File: src/rtl/serial_sub.sv
// Bit-serial WIDTH-bit subtractor: d = a - b - bi, one bit per clock, LSB first.
// A single full-subtractor cell is reused every cycle; results are registered at completion.

module serial_sub_cell (
  input  logic x,
  input  logic y,
  input  logic bin,
  output logic diff,
  output logic bout
);

  assign diff = x ^ y ^ bin;
  assign bout = (~x & y) | (~(x ^ y) & bin);

endmodule

// state  | meaning
// IDLE   | waiting for start; operands are captured on the accepting edge
// RUN    | one bit processed per edge, LSB first
// DONE   | result registered; done high for this single cycle
module serial_sub #(
  parameter int WIDTH = 8
) (
  input  logic             clk,
  input  logic             clrn,
  input  logic             start,
  input  logic [WIDTH-1:0] a,
  input  logic [WIDTH-1:0] b,
  input  logic             bi,
  output logic             busy,
  output logic             done,
  output logic [WIDTH-1:0] d,
  output logic             bo,
  output logic             ov
);

  localparam int CW = (WIDTH > 2) ? $clog2(WIDTH) : 1;
  localparam logic [CW-1:0] LAST = CW'(WIDTH - 1);

  typedef enum logic [1:0] {
    S_IDLE = 2'd0,
    S_RUN  = 2'd1,
    S_DONE = 2'd2
  } state_t;

  state_t           state;
  logic [WIDTH-1:0] ar;
  logic [WIDTH-1:0] br;
  logic [WIDTH-1:0] rr;
  logic             brw;
  logic [CW-1:0]    cnt;

  logic db;
  logic brw_nxt;

  serial_sub_cell u_cell (
    .x    (ar[0]),
    .y    (br[0]),
    .bin  (brw),
    .diff (db),
    .bout (brw_nxt)
  );

  always_ff @(posedge clk or negedge clrn) begin
    if (!clrn) begin
      state <= S_IDLE;
      ar    <= '0;
      br    <= '0;
      rr    <= '0;
      brw   <= 1'b0;
      cnt   <= '0;
      busy  <= 1'b0;
      done  <= 1'b0;
      d     <= '0;
      bo    <= 1'b0;
      ov    <= 1'b0;
    end else begin
      case (state)
        S_IDLE: begin
          done <= 1'b0;
          if (start) begin
            ar    <= a;
            br    <= b;
            brw   <= bi;
            cnt   <= '0;
            busy  <= 1'b1;
            state <= S_RUN;
          end
        end
        S_RUN: begin
          ar  <= ar >> 1;
          br  <= br >> 1;
          rr  <= {db, rr[WIDTH-1:1]};
          brw <= brw_nxt;
          cnt <= cnt + 1'b1;
          if (cnt == LAST) begin
            // brw here is the borrow into the MSB, brw_nxt the borrow out of it
            d     <= {db, rr[WIDTH-1:1]};
            bo    <= brw_nxt;
            ov    <= brw ^ brw_nxt;
            done  <= 1'b1;
            state <= S_DONE;
          end
        end
        S_DONE: begin
          done  <= 1'b0;
          busy  <= 1'b0;
          state <= S_IDLE;
        end
        default: begin
          done  <= 1'b0;
          busy  <= 1'b0;
          state <= S_IDLE;
        end
      endcase
    end
  end

endmodule

File: config.mk
export PLATFORM = sky130hd
export DESIGN_NAME = serial_sub
export DESIGN_NICKNAME = d
export VERILOG_FILES = /design/src/rtl/serial_sub.sv
export SDC_FILE = /design/constraint.sdc
export NUM_CORES = 1
export LEC_CHECK = 0
export ABC_CLOCK_PERIOD_IN_PS = 1700
export CAP_MARGIN = 20
export CORE_MARGIN = 5
export CORE_UTILIZATION = 35
export DETAILED_ROUTE_END_ITERATION = 12
export PLACE_DENSITY = 0.68
export SYNTH_ARGS = -nofsm -noshare
export SYNTH_HDL_FRONTEND = slang
export SYNTH_HIERARCHICAL = 1
export SYNTH_SLANG_ARGS = --single-unit
File: constraint.sdc
create_clock -name clk -period 1.7 [get_ports clk]
set_input_delay 0.17 -clock clk [delete_from_list [all_inputs] [get_ports clk]]
set_output_delay 0.17 -clock clk [all_outputs]
set_load 0.005 [all_outputs]
After elaboration in Yosys (flattened, before gate mapping):

Index checks and enable logic that the tools add are counted.

* output and inout port bits: 12
* logic and storage cells: 46
* input bits: 20
* register bits: 42

* add/sub/neg operators: 1
* bitwise gates (word level): 9
* eq/ne operators: 4
* muxes and demuxes: 15
* reduce and logical (&&, ||, !) cells: 6

Operators with widths (count)
* $pmux 8 s2: 2
* $mux 8: 2
* $reduce_and 2->1: 4
* $pmux 3 s2: 1
* $mux 1: 4
* $mux 2: 2
* $ne 2x2->1 const B: 2
* $pmux 1 s2: 2
* $pmux 2 s2: 1
* $add 3x1->3 const B: 1
* $eq 3x3->1 const B: 1
* $mux 3: 1
* $not 1->1: 3
* $xor 1x1->1: 3
* $and 1x1->1: 2
* $eq 2x1->1 const B: 1
* $logic_not 2->1: 1
* $reduce_bool 2->1: 1
* $or 1x1->1: 1

Longest topological paths before layout:

Gate-level depths: netlist (run 1).

* depth in word-level cells: 5
* depth in mapped cells: 6
* gate-level depth less buffers: 5

Modules after synthesis:

Netlist (run 1), hierarchy kept.

Modules (own cells, without submodules)
* serial_sub: area each 1789.2 um^2, seq. area each 1026.0 um^2, instances 1, cells each 159
* serial_sub_cell: area each 31.3 um^2, seq. area each 0.0 um^2, instances 1, cells each 4

Worst setup path after synthesis (run 1):

OpenSTA, ideal clock, no wires.

* path type: register to register
* from: register cnt[0]
* to: register bo
* period minus slack after synthesis: 1.449 ns
* arrival time: 1.324 ns
* slack: 0.251 ns
* required time: 1.575 ns
* buffers on the path: 1
* cell stages (with the launch flop): 6
* setup time: 0.125 ns
* cells stage by stage: dfrtp_1 -> ha_1 -> ha_1 -> nand3b_4 -> buf_6 -> mux2_4

* word-level cells in the longest chain between the ends: 2

Ends and longest elaborated chain
* from (decl): line 51 `logic [CW-1:0] cnt;`
* from (signal assigned): line 95 `cnt <= cnt + 1'b1;`
* $eq 3x3->1: line 96 `if (cnt == LAST) begin`
* $reduce_and 2->1 (no source line)
* to (signal assigned): line 99 `bo <= brw_nxt;`
* to (decl): line 33 `output logic bo,`

No other way between the ends.
A chain may end at the register's enable or synchronous reset.

Worst setup path in the final report (run 1):

* from: register cnt[0]
* to: register d[3]

* word-level cells in the longest chain between the ends: 2

Ends and longest elaborated chain
* $eq 3x3->1: line 96
* $reduce_and 2->1 (no source line)
* to (signal assigned): line 98 `d <= {db, rr[WIDTH-1:1]};`
* to (decl): line 32 `output logic [WIDTH-1:0] d,`

No other way between the ends.

==> results of run 1 <==
==> what timing repair did <==
item | CTS | global route
resized for setup | 0 | 0
hold buffers | 1 | 0
endpoints found under the hold margin | 41 | 0
buffers inserted | 0 | 0
==> per-layer routing <==
metal / vias up / share of wire [%] / GRT usage, %
li1: 646 / - / -
met1: 631 / 45 / 16.3
met2: 42 / 46 / 19.5
met3: 5 / 7.2 / 3.80
met4: 0 / 0.93 / 3.49
met5: - / 0 / 0
==> cell usage after synthesis, drive strengths merged <==
cell type / number / area (um2)
dfrtp: 41 / 1030
o22ai: 26 / 163
nand2: 25 / 93.8
a21oi: 16 / 80.1
buf: 10 / 80.1
mux2: 9 / 128
inv: 7 / 26.3
nor2: 6 / 22.5
o21ai: 6 / 30.0
nand2b: 3 / 26.3
nand3b: 3 / 35.0
a22o: 2 / 17.5
ha: 2 / 25.0
nor2b: 2 / 12.5
o221a: 2 / 22.5
clkbuf: 1 / 3.75
fa: 1 / 20.0
xnor2: 1 / 8.76
==> kinds of logic after synthesis <==
kind of cell | count (synthesis) | synth area share, %
compound gates | 52 | 17.2
xor+xnor | 1 | 0.481
mux | 9 | 7.01
flops | 41 | 56.4
buf+inv | 18 | 6.05
simple gates | 39 | 10.4
fa+ha+maj | 3 | 2.47
==> through the flow <==
step           power [mW]  hold WS (ns)  instances  worst slack (ns)
2_1_floorplan        2.82        -0.126        163             0.251
3_3_place_gp         3.28         0.263        259             0.181
3_5_place_dp         3.35         0.267        259             0.156
4_1_cts              4.17         0.431        268             0.160
5_1_grt              4.45         0.458        268            0.0721
6_report             4.10         0.430        268             0.181
==> state kept, by name, indices dropped and copies added (netlist names) <==
signal,cells
d,8
br,8
brw,1
ar,8
ov,1
cnt,3
busy,1
rr,7
done,1
state,2
bo,1
==> layout by cell type, fill, tap and decap left out <==
cell type        count
dfrtp_1             41
clkdlybuf4s50_1     30
o22ai_1             26
nand2_1             25
a21oi_1             16
mux2_4               7
inv_1                7
o21ai_0              6
nor2_1               6
clkbuf_8             6
buf_4                6
nor2b_1              2
a22o_1               2
nand2b_1             2
nand3b_1             2
o221a_2              2
mux2_2               2
ha_1                 2
nand2b_4             1
nand3b_4             1
xnor2_1              1
clkinvlp_4           1
bufinv_16            1
dlygate4sd3_1        1
buf_2                1
fa_1                 1
==> report_power, final <==
| part | switching, mW | internal (mW) | total, mW | leakage [nW] |
|---|---|---|---|---|
| Combinational | 0.681 | 0.850 | 1.53 | 0.491 |
| Sequential | 0.338 | 1.43 | 1.76 | 0.494 |
| Clock | 0.332 | 0.477 | 0.809 | 0.0574 |
==> layout make-up <==
cell class              instances  share of cell area [%]
repair buffers                 38                    15.6
well taps                      70                    3.80
clock buffers                   6                    3.58
multi-input cells             104                    29.7
flip-flops and latches         41                    44.5
inverters                       7                    1.14
clock inverters                 2                    1.63
==> critical path, cell delays in order, from the launching register on <==
cell and delay, ns:
dfrtp_1 0.41, ha_1 0.20, ha_1 0.23, nand3b_4 0.21
mux2_2 0.36
==> final timing paths <==
path	slack [ns]	endpoint	cells after the start
max in group asynchronous	0.87	ar[1]	3
min reg2reg	0.49	cnt[0]	1
min	0.43	ar[7]	3
max	0.18	d[3]	4
max reg2reg	0.18	d[3]	4
min in group asynchronous	0.47	d[4]	3
==> parameters.txt, run 1 <==
Parameter                              Value

Floorplanning
  Die height ... 82.1 um
  Chip Width ... about 82 um
  Core region area ... 5070 um2
  I/O pin cnt ... 32
  Count of standard-cell rows ... 26
  Starting Density ... 35.9%
  Overall die area ... 6740 um2

Worst setup path
  CP endpoint kind ... flop
  Setup crit start kind ... flop
  Crit Path Class ... flop to flop
  Startpoint of the most critical register-to-register path ... cnt[0]
  Critical Path Source ... cnt[0]
  Max Fanout on Critical Path ... 12
  Arrival time at the worst endpoint ... about 1.7 ns
  Req. time, crit path ... 1.88 ns

STA
  Relative slew slack ... about 66%
  Max-slew violation total from the final report ... 0
  Final period util ... 89.3%
  Unrepaired setup endpoints after global routing ... false
  Final hold vios ... 0
  Number of endpoints failing setup at the final stage ... 0
  Final total negative setup slack ... 0 ns
  Clock skew ... about 0.005 ns
  Maximum clock frequency ... around 660 MHz
  Slew at the pin closest to its max-slew limit ... about 0.51 ns
  Time the final worst path needs with I/O delays and setup ... 1.52 ns

Detailed routing
  WL/cell ... between 10 and 15 um
  Via total after detailed routing ... about 1300
  Residual DRC ... 0
  Overall routed net length ... between 3 and 4 mm
  1st-pass router iterations ... 4
  Post-DRT Antenna Nets ... 0
  Ratio of routed vias to standard cells ... roughly 4.9
  Violation count after the first detailed-routing iteration ... 27

Layout
  End-of-flow core utilization ... 45.4%
  Area growth syn-to-layout ... 26.6%
  Post-route standard cell area excluding fillers ... around 2300 um2
  Register cell area after layout ... between 1000 and 1500 um2
  Share of layout cells above drive strength 1 ... ~14%
  Number of filler cells placed in the layout ... between 500 and 600
  Combined area of the multi-input logic cells ... between 600 and 700 um2
  Antenna cell count ... 0
  Net total in the final layout ... 220

Clocking
  H-tree levels ... 2
  CTS max path bufs ... 2
  Total clock sinks ... between 40 and 50
  TritonCTS clock tree ... done
  Clock insertion delay at the later pin of the skew report ... about 0.28 ns
  Clock tree root buffer cell ... clkbuf_8
  Cts bufs inserted ... 5
  Post-CTS clock slew at the launch and capture registers of the worst setup and hold paths ... 0.08 ns

Placed design
  Routability congestion estimate ... roughly 0.76
  Placement-stage cell area ... about 2200 um2
  DP HPWL ... ~2.6 mm
  Total of buffers placed on input and output ports ... 31

Global routing
  Largest net degree at the start of global routing ... 42
  First-pass GRT wire length ... between 6 and 7 mm
  Total global routing track utilization ... between 10% and 20%
  Sum of overflow across all layers after global routing ... 0
  Initial antenna violation count ... 0
  Number of global-route vias before repair ... between 1000 and 1500

Power and ir drop
  Power per unit of standard cell area ... about 1800 nW/um2
  Max VDD drop ... between 700 and 800 uV
  Leak ... 1.04 nW

Min path
  Worst Hold Launch ... a[7]
  Class of the worst hold path ... input port to flop

Synth
  Unique cell type count in the Yosys netlist ... 23
  Yosys warning total ... 6
  Share of synthesized area occupied by flip-flops and latches ... a little under three fifths
  Netlist Area Pre-Place ... approximately 1800 um2
  Cell count after synthesis ... 163
  Mean instance size in the synthesized netlist ... 11.2 um2
  Flops & latches, synth ... 41
  Net Count, Synth ... 186

Run
  Total of max-cap violations ... 0

Status
  Outcome ... complete, no violations
(Power assumes the default switching activity.)
==> run 2: changes to the inputs <==
--- a/config.mk
+++ b/config.mk
@@ -5,11 +5,12 @@
 export SDC_FILE = /design/constraint.sdc
 export NUM_CORES = 1
 export LEC_CHECK = 0
-export ABC_CLOCK_PERIOD_IN_PS = 1700
+export ABC_CLOCK_PERIOD_IN_PS = 1750
 export CAP_MARGIN = 20
 export CORE_MARGIN = 5
 export CORE_UTILIZATION = 35
 export DETAILED_ROUTE_END_ITERATION = 12
+export MAX_ROUTING_LAYER = met4
 export PLACE_DENSITY = 0.68
 export SYNTH_ARGS = -nofsm -noshare
 export SYNTH_HDL_FRONTEND = slang
==> constraint.sdc (replaced) <==
create_clock -name clk -period 1.75 [get_ports clk]
set_input_delay 0.175 -clock clk [delete_from_list [all_inputs] [get_ports clk]]
set_output_delay 0.175 -clock clk [all_outputs]
set_load 0.005 [all_outputs]
==> run 2 against run 1 <==
Compared with the run above:
- sequential share of layout area increased by 0.073 points
- clock skew increased by 0.0061 ns
- maximum frequency down 0.72%
- register-to-register slack gained 0.04 ns
- cell count is 0.37% lower
- die area stayed put
- clock power shrank 9.4%
- sequential cell count is the same
- critical path depth stayed put
- cell area shrank 0.16%
- first-iteration DRC count rose by 59%
- worst setup slack gained 0.039 ns
- critical endpoint unchanged
==> parameters.txt, run 2 (same netlist as run 1, synthesis figures left out) <==
Parameter                              Value

Placed design
  Pre-CTS worst setup slack ... 0.216 ns (+0.0607 ns)
  DP HPWL ... 2.60 mm (+1.0%)
  Total of buffers placed on input and output ports ... 31 (unchanged)
  Routability congestion estimate ... 0.792 (+4.4%)

STA
  Time the final worst path needs with I/O delays and setup ... 1.53 ns (+0.0110 ns)
  Final total negative setup slack ... 0 ns (unchanged)
  Slew at the pin closest to its max-slew limit ... 0.501 ns (-0.0102 ns)
  Minimum setup slack in the final design ... 0.220 ns (+0.0390 ns)
  Maximum clock frequency ... 654 MHz (-0.72%)
  Unrepaired setup endpoints after global routing ... false
  Final hold vios ... 0 (unchanged)
  Relative slew slack ... 66.6% (+0.68 points)
  Final period util ... 87.4% (-1.9 points)
  Clock skew ... 0.0110 ns (+0.00614 ns)
  Max-slew violation total from the final report ... 0 (unchanged)
  Number of endpoints failing setup at the final stage ... 0 (unchanged)

Power and ir drop
  Relative contribution of sequential cells to total power ... 43.6% (+0.6 points)
  Switching Fraction ... 33.1% (+0.15 points)
  Switching component of the power ... 1.30 mW (-3.8%)
  Total internal power ... 2.63 mW (-4.4%)
  Leak ... 1.04 nW (+0.11%)
  Power per unit of standard cell area ... 1710 nW/um2 (-4.0%)
  Max VDD drop ... 666 uV (-11%)
  Clk network pwr share ... 18.6% (-1.1 points)
  Combinational share of power ... 37.7% (+0.4 points)

Detailed routing
  1st-pass router iterations ... 4 (unchanged)
  Violation count after the first detailed-routing iteration ... 43 (+59%)
  Residual DRC ... 0 (unchanged)
  Post-DRT Antenna Nets ... 0 (unchanged)
  WL/cell ... 13.7 um (+0.32%)
  Via total after detailed routing ... 1294 (-2.3%)
  Ratio of routed vias to standard cells ... 4.85 (-1.9%)
  Overall routed net length ... 3.67 mm (about the same)

Global routing
  Total global routing track utilization ... 12.5% (+0.16 points)
  Largest net degree at the start of global routing ... 24 (-43%)
  Initial antenna violation count ... 0 (unchanged)
  Number of global-route vias before repair ... 1312 (-4.2%)
  First-pass GRT wire length ... 6.13 mm (-4.5%)
  Sum of overflow across all layers after global routing ... 0 (unchanged)

Layout
  Share of layout cells above drive strength 1 ... 13.7% (-0.44 points)
  Area growth syn-to-layout ... 26.4%
  Antenna cell count ... 0 (unchanged)
  Net total in the final layout ... 220 (unchanged)
  Combined area of the multi-input logic cells ... 684 um2 (unchanged)
  Most common cell after layout, fill and taps aside ... dfrtp_1
  Number of filler cells placed in the layout ... 494 (-2.4%)
  Top flop regs ... ar x8, br x8, d x8
  Register cell area after layout ... 1030 um2 (unchanged)
  Commonest non-fill, non-tap cells in the layout ... dfrtp_1, clkdlybuf4s50_1, o22ai_1

Worst setup path
  Buffers & Inverters on Critical Path ... 0 (unchanged)
  Slowest-stage cell, CP ... dfrtp_1
  Delay of the slowest cell on the worst path ... 0.40 ns (about the same)
  Setup crit start kind ... flop
  Crit Path Class ... flop to flop
  Most common cell type on the critical path ... ha_1
  Arrival time at the worst endpoint ... 1.72 ns (+0.03 ns)
  Number of cells traversed by the worst register-to-register path ... 4 (unchanged)
  Req. time, crit path ... 1.94 ns (+0.06 ns)
  Series of cell instances along the critical path ... ha_1 -> ha_1 -> nand3b_4 -> mux2_2
  Startpoint of the most critical register-to-register path ... cnt[0]
  Critical register-to-register path endpoint ... d[3]
  CP endpoint kind ... flop
  Cell class contributing the biggest share of worst-path delay ... adder cells
  Max Fanout on Critical Path ... 12 (unchanged)
  Worst R2R Setup Slack ... 0.22 ns (+0.04 ns)

Clocking
  Cts bufs inserted ... 5 (unchanged)
  Clock tree root buffer cell ... clkbuf_8
  H-tree levels ... 2 (unchanged)
  Resized cells post-CTS ... 0 (unchanged)
  Total clock sinks ... 41 (unchanged)
  Clock insertion delay at the later pin of the skew report ... 0.30 ns (+0.02 ns)
  CTS max path bufs ... 2 (unchanged)
  Post-CTS clock slew at the launch and capture registers of the worst setup and hold paths ... 0.08 ns (about the same)
  TritonCTS clock tree ... done

Run
  Total of max-cap violations ... 0 (unchanged)

Min path
  Class of the worst hold path ... input port to asynchronous set/reset pin

Status
  Outcome ... complete, no violations

Floorplanning
  Starting Density ... 35.9% (unchanged)
  Die height ... 82.1 um (unchanged)
  Core region area ... 5070 um2 (unchanged)
  Overall die area ... 6740 um2 (unchanged)
  Chip Width ... 82.1 um (unchanged)
  I/O pin cnt ... 32 (unchanged)
  Count of standard-cell rows ... 26 (unchanged)
[run 2: changes by cell type in the layout (fill, tap and decap cells not counted)]
cell	delta
buf_4	-1
buf_12	+1
clkbuf_8	-1
clkinvlp_4	-1
clkinv_2	+1
[run 2: worst register-to-register path: cells and delay by family (launching register included)]
family	cells	cell delay [ns]
AND/OR/NAND/NOR	1	0.21
multiplexers	1	0.36
flip-flops	1	0.40
adder cells (fa/ha/maj)	2	0.44
[run 2: final cells by class]
cell class,instances,area share [%]
Clock inverter,2,1.52
Timing Repair Buffer,38,16.2
Tap cell,70,3.81
Inverter,7,1.14
Multi-Input combinational cell,104,29.7
Sequential cell,41,44.6
Clock buffer,5,2.99
[run 2: power groups by stage]
stage | registers (mW) | logic (mW) | clock network (mW)
2_1_floorplan | 1.64 | 1.10 | 0
3_3_place_gp | 1.72 | 1.46 | 0
3_5_place_dp | 1.74 | 1.51 | 0
4_1_cts | 1.72 | 1.52 | 0.758
5_1_grt | 1.78 | 1.68 | 0.808
6_report | 1.72 | 1.48 | 0.733
[run 2: per-layer routing]
layer | vias up | global-route usage, % | wire length [um] | share of wire [%]
li1 | 642 | - | - | -
met1 | 611 | 16.2 | 1710 | 47
met2 | 34 | 17.9 | 1670 | 45
met3 | 7 | 3.25 | 212 | 5.8
met4 | 0 | 6.64 | 78 | 2.1
met5 | - | - | 0 | 0
[run 2: worst max path at each step]
stage	cells past startpoint	startpoint	end	slack (ns)
2_1_floorplan	5	cnt[0]	bo	0.30
3_3_place_gp	4	cnt[0]	d[3]	0.23
3_5_place_dp	4	cnt[0]	d[4]	0.22
4_1_cts	4	cnt[0]	d[4]	0.20
5_1_grt	3	state[1]	ar[3]	0.16
6_report	4	cnt[0]	d[3]	0.22
[run 2: what timing repair did]
item,CTS,global route
buffers inserted,0,0
hold buffers,1,0
endpoints found under the hold margin,19,0
[run 2: metrics by stage]
stage	cell area (um2)	cells	total power, mW	util [%]	hold WS, ns
after CTS	2300	267	4.00	45.3	0.391
after floorplan	1820	163	2.74	-	-0.121
after global routing	2300	267	4.27	45.3	0.430
after detailed placement	2190	259	3.25	43.1	0.168
final	2300	267	3.93	45.3	0.380
after global placement	2190	259	3.18	43.1	0.166
==> run 3: changes to the inputs <==
--- a/config.mk
+++ b/config.mk
@@ -10,8 +10,10 @@
 export CORE_MARGIN = 5
 export CORE_UTILIZATION = 35
 export DETAILED_ROUTE_END_ITERATION = 12
+export DONT_BUFFER_PORTS = 1
 export MAX_ROUTING_LAYER = met4
-export PLACE_DENSITY = 0.68
+export PLACE_DENSITY = 0.6
+export RECOVER_POWER = 100
 export SYNTH_ARGS = -nofsm -noshare
 export SYNTH_HDL_FRONTEND = slang
 export SYNTH_HIERARCHICAL = 1
==> run 3 against run 2 <==
Compared with the run above:
- first-iteration DRC count is 19% lower
- worst setup slack better by 0.020 ns
- sequential share of layout area is 8.2 points higher
- register-to-register slack better by 0.02 ns
- non-clock buffer count is 31 lower
- critical path type unchanged
==> parameters.txt, run 3 (same netlist as run 1, synthesis figures left out) <==
Parameter                              Value

Detailed routing
  1st-pass router iterations ... 2 (-2)
  Post-DRT Antenna Nets ... 0 (unchanged)
  WL/cell ... 15.5 um (+13%)
  Violation count after the first detailed-routing iteration ... 35 (-19%)
  Via total after detailed routing ... 1220 (-5.7%)
  Overall routed net length ... 3.68 mm (+0.38%)
  Ratio of routed vias to standard cells ... 5.15 (+6.2%)
  Residual DRC ... 0 (unchanged)

Power and ir drop
  Leak ... 0.883 nW (-15%)
  Max VDD drop ... 641 uV (-3.7%)
  Power per unit of standard cell area ... 1810 nW/um2 (+6.1%)

STA
  Time the final worst path needs with I/O delays and setup ... 1.51 ns (-0.0203 ns)
  Final hold vios ... 0 (unchanged)
  Relative slew slack ... 33.1% (-33 points)
  Slew at the pin closest to its max-slew limit ... 1.00 ns (+0.502 ns)
  Final period util ... 86.2% (-1.2 points)
  Final total negative setup slack ... 0 ns (unchanged)
  Number of endpoints failing setup at the final stage ... 0 (unchanged)
  Clock skew ... 0.00725 ns (-0.00376 ns)
  Unrepaired setup endpoints after global routing ... false
  Maximum clock frequency ... 663 MHz (+1.3%)
  Max-slew violation total from the final report ... 0 (unchanged)

Placed design
  Routability congestion estimate ... 0.838 (+5.9%)
  Total of buffers placed on input and output ports ... 0 (-100%)
  DP Cell Count ... 227 (-12%)
  DP HPWL ... 2.59 mm (-0.63%)

Clocking
  H-tree levels ... 2 (unchanged)
  Total clock sinks ... 41 (unchanged)
  Hold_buf cts ... 2 (+1)
  Resized cells post-CTS ... 0 (unchanged)
  Clock insertion delay at the later pin of the skew report ... 0.29 ns (about the same)
  Clock tree root buffer cell ... clkbuf_8
  Post-CTS clock slew at the launch and capture registers of the worst setup and hold paths ... 0.08 ns (about the same)
  CTS max path bufs ... 2 (unchanged)
  Buffers inserted during post-CTS setup optimization ... 0 (unchanged)
  TritonCTS clock tree ... done
  Cts bufs inserted ... 5 (unchanged)

Worst setup path
  Req. time, crit path ... 1.93 ns (about the same)
  CP endpoint kind ... flop
  Max Fanout on Critical Path ... 12 (unchanged)
  Arrival time at the worst endpoint ... 1.68 ns (-0.04 ns)
  Crit Path Class ... flop to flop
  Setup crit start kind ... flop

Min path
  Class of the worst hold path ... input port to flop

Global routing
  First-pass GRT wire length ... 6.03 mm (-1.7%)
  Number of global-route vias before repair ... 1221 (-6.9%)
  Largest net degree at the start of global routing ... 42 (+75%)
  Sum of overflow across all layers after global routing ... 0 (unchanged)
  Initial antenna violation count ... 0 (unchanged)
  Total global routing track utilization ... 12.3% (-0.18 points)

Layout
  Share of layout cells above drive strength 1 ... 11.4% (-2.3 points)
  Number of filler cells placed in the layout ... 542 (+9.7%)
  Non-filler instance count after layout ... 237 (-11%)
  Antenna cell count ... 0 (unchanged)
  Commonest non-fill, non-tap cells in the layout ... dfrtp_1, o22ai_1, nand2_1
  Net total in the final layout ... 189 (-14%)
  Top flop regs ... ar x8, br x8, d x8
  Most common cell after layout, fill and taps aside ... dfrtp_1
  Area growth syn-to-layout ... 6.74%

Floorplanning
  Core region area ... 5070 um2 (unchanged)
  Starting Density ... 35.9% (unchanged)
  Die height ... 82.1 um (unchanged)
  Overall die area ... 6740 um2 (unchanged)
  I/O pin cnt ... 32 (unchanged)
  Chip Width ... 82.1 um (unchanged)
  Count of standard-cell rows ... 26 (unchanged)

Status
  Outcome ... complete, no violations

Run
  Total of max-cap violations ... 0 (unchanged)
==> run 3: worst paths after layout <==
| kind | startpoint | endpoint | slack (ns) | cells after the start |
|---|---|---|---|---|
| setup / recovery | cnt[0] | d[1] | 0.24 | 4 |
| min in group asynchronous | clrn | rr[5] | 0.59 | 2 |
| setup reg to reg | cnt[0] | d[1] | 0.24 | 4 |
| hold / removal | b[7] | br[7] | 0.02 | 2 |
| max in group asynchronous | clrn | state[0] | 0.54 | 2 |
| hold reg to reg | rr[1] | rr[1] | 0.48 | 2 |
==> run 3: power breakdown <==
group          switching [mW]  internal (mW)  total (mW)
Clock                   0.314          0.356       0.670
Combinational           0.588          0.512        1.10
Sequential              0.365           1.39        1.75
==> run 3: per-layer routing <==
| metal | share of wire (%) | GRT usage (%) | vias up |
|---|---|---|---|
| li1 | - | - | 584 |
| met5 | 0 | - | - |
| met4 | 1.7 | 4.98 | 0 |
| met3 | 5.1 | 3.69 | 7 |
| met1 | 47 | 16.2 | 599 |
| met2 | 46 | 17.8 | 30 |
==> run 3: metrics by stage <==
stage | worst slack [ns] | hold slack (ns) | utilization, % | power [mW] | instance area, um2
after floorplan | 0.301 | -0.121 | - | 2.74 | 1820
after global placement | 0.275 | -0.119 | 36.7 | 2.90 | 1860
after detailed placement | 0.218 | -0.119 | 36.7 | 2.98 | 1860
after CTS | 0.206 | 0.0161 | 39.3 | 3.68 | 1990
after global routing | 0.129 | 0.0194 | 38.3 | 3.84 | 1940
final | 0.241 | 0.0242 | 38.3 | 3.52 | 1940
==> run 3: critical path, stage by stage (launching register included) <==
cell      delay (ns)
dfrtp_1         0.41
ha_1            0.21
ha_1            0.24
nand3b_4        0.18
mux2_1          0.35
==> run 3: final cells by class <==
cell class              count  area [um2]  share of cell area [%]
clock inverters             1        5.00                   0.258
flip-flops and latches     41        1030                    52.8
repair buffers              7        48.8                    2.51
well taps                  70        87.6                    4.51
multi-input cells         104         653                    33.6
inverters                   7        26.3                    1.35
clock buffers               7        96.3                    4.96
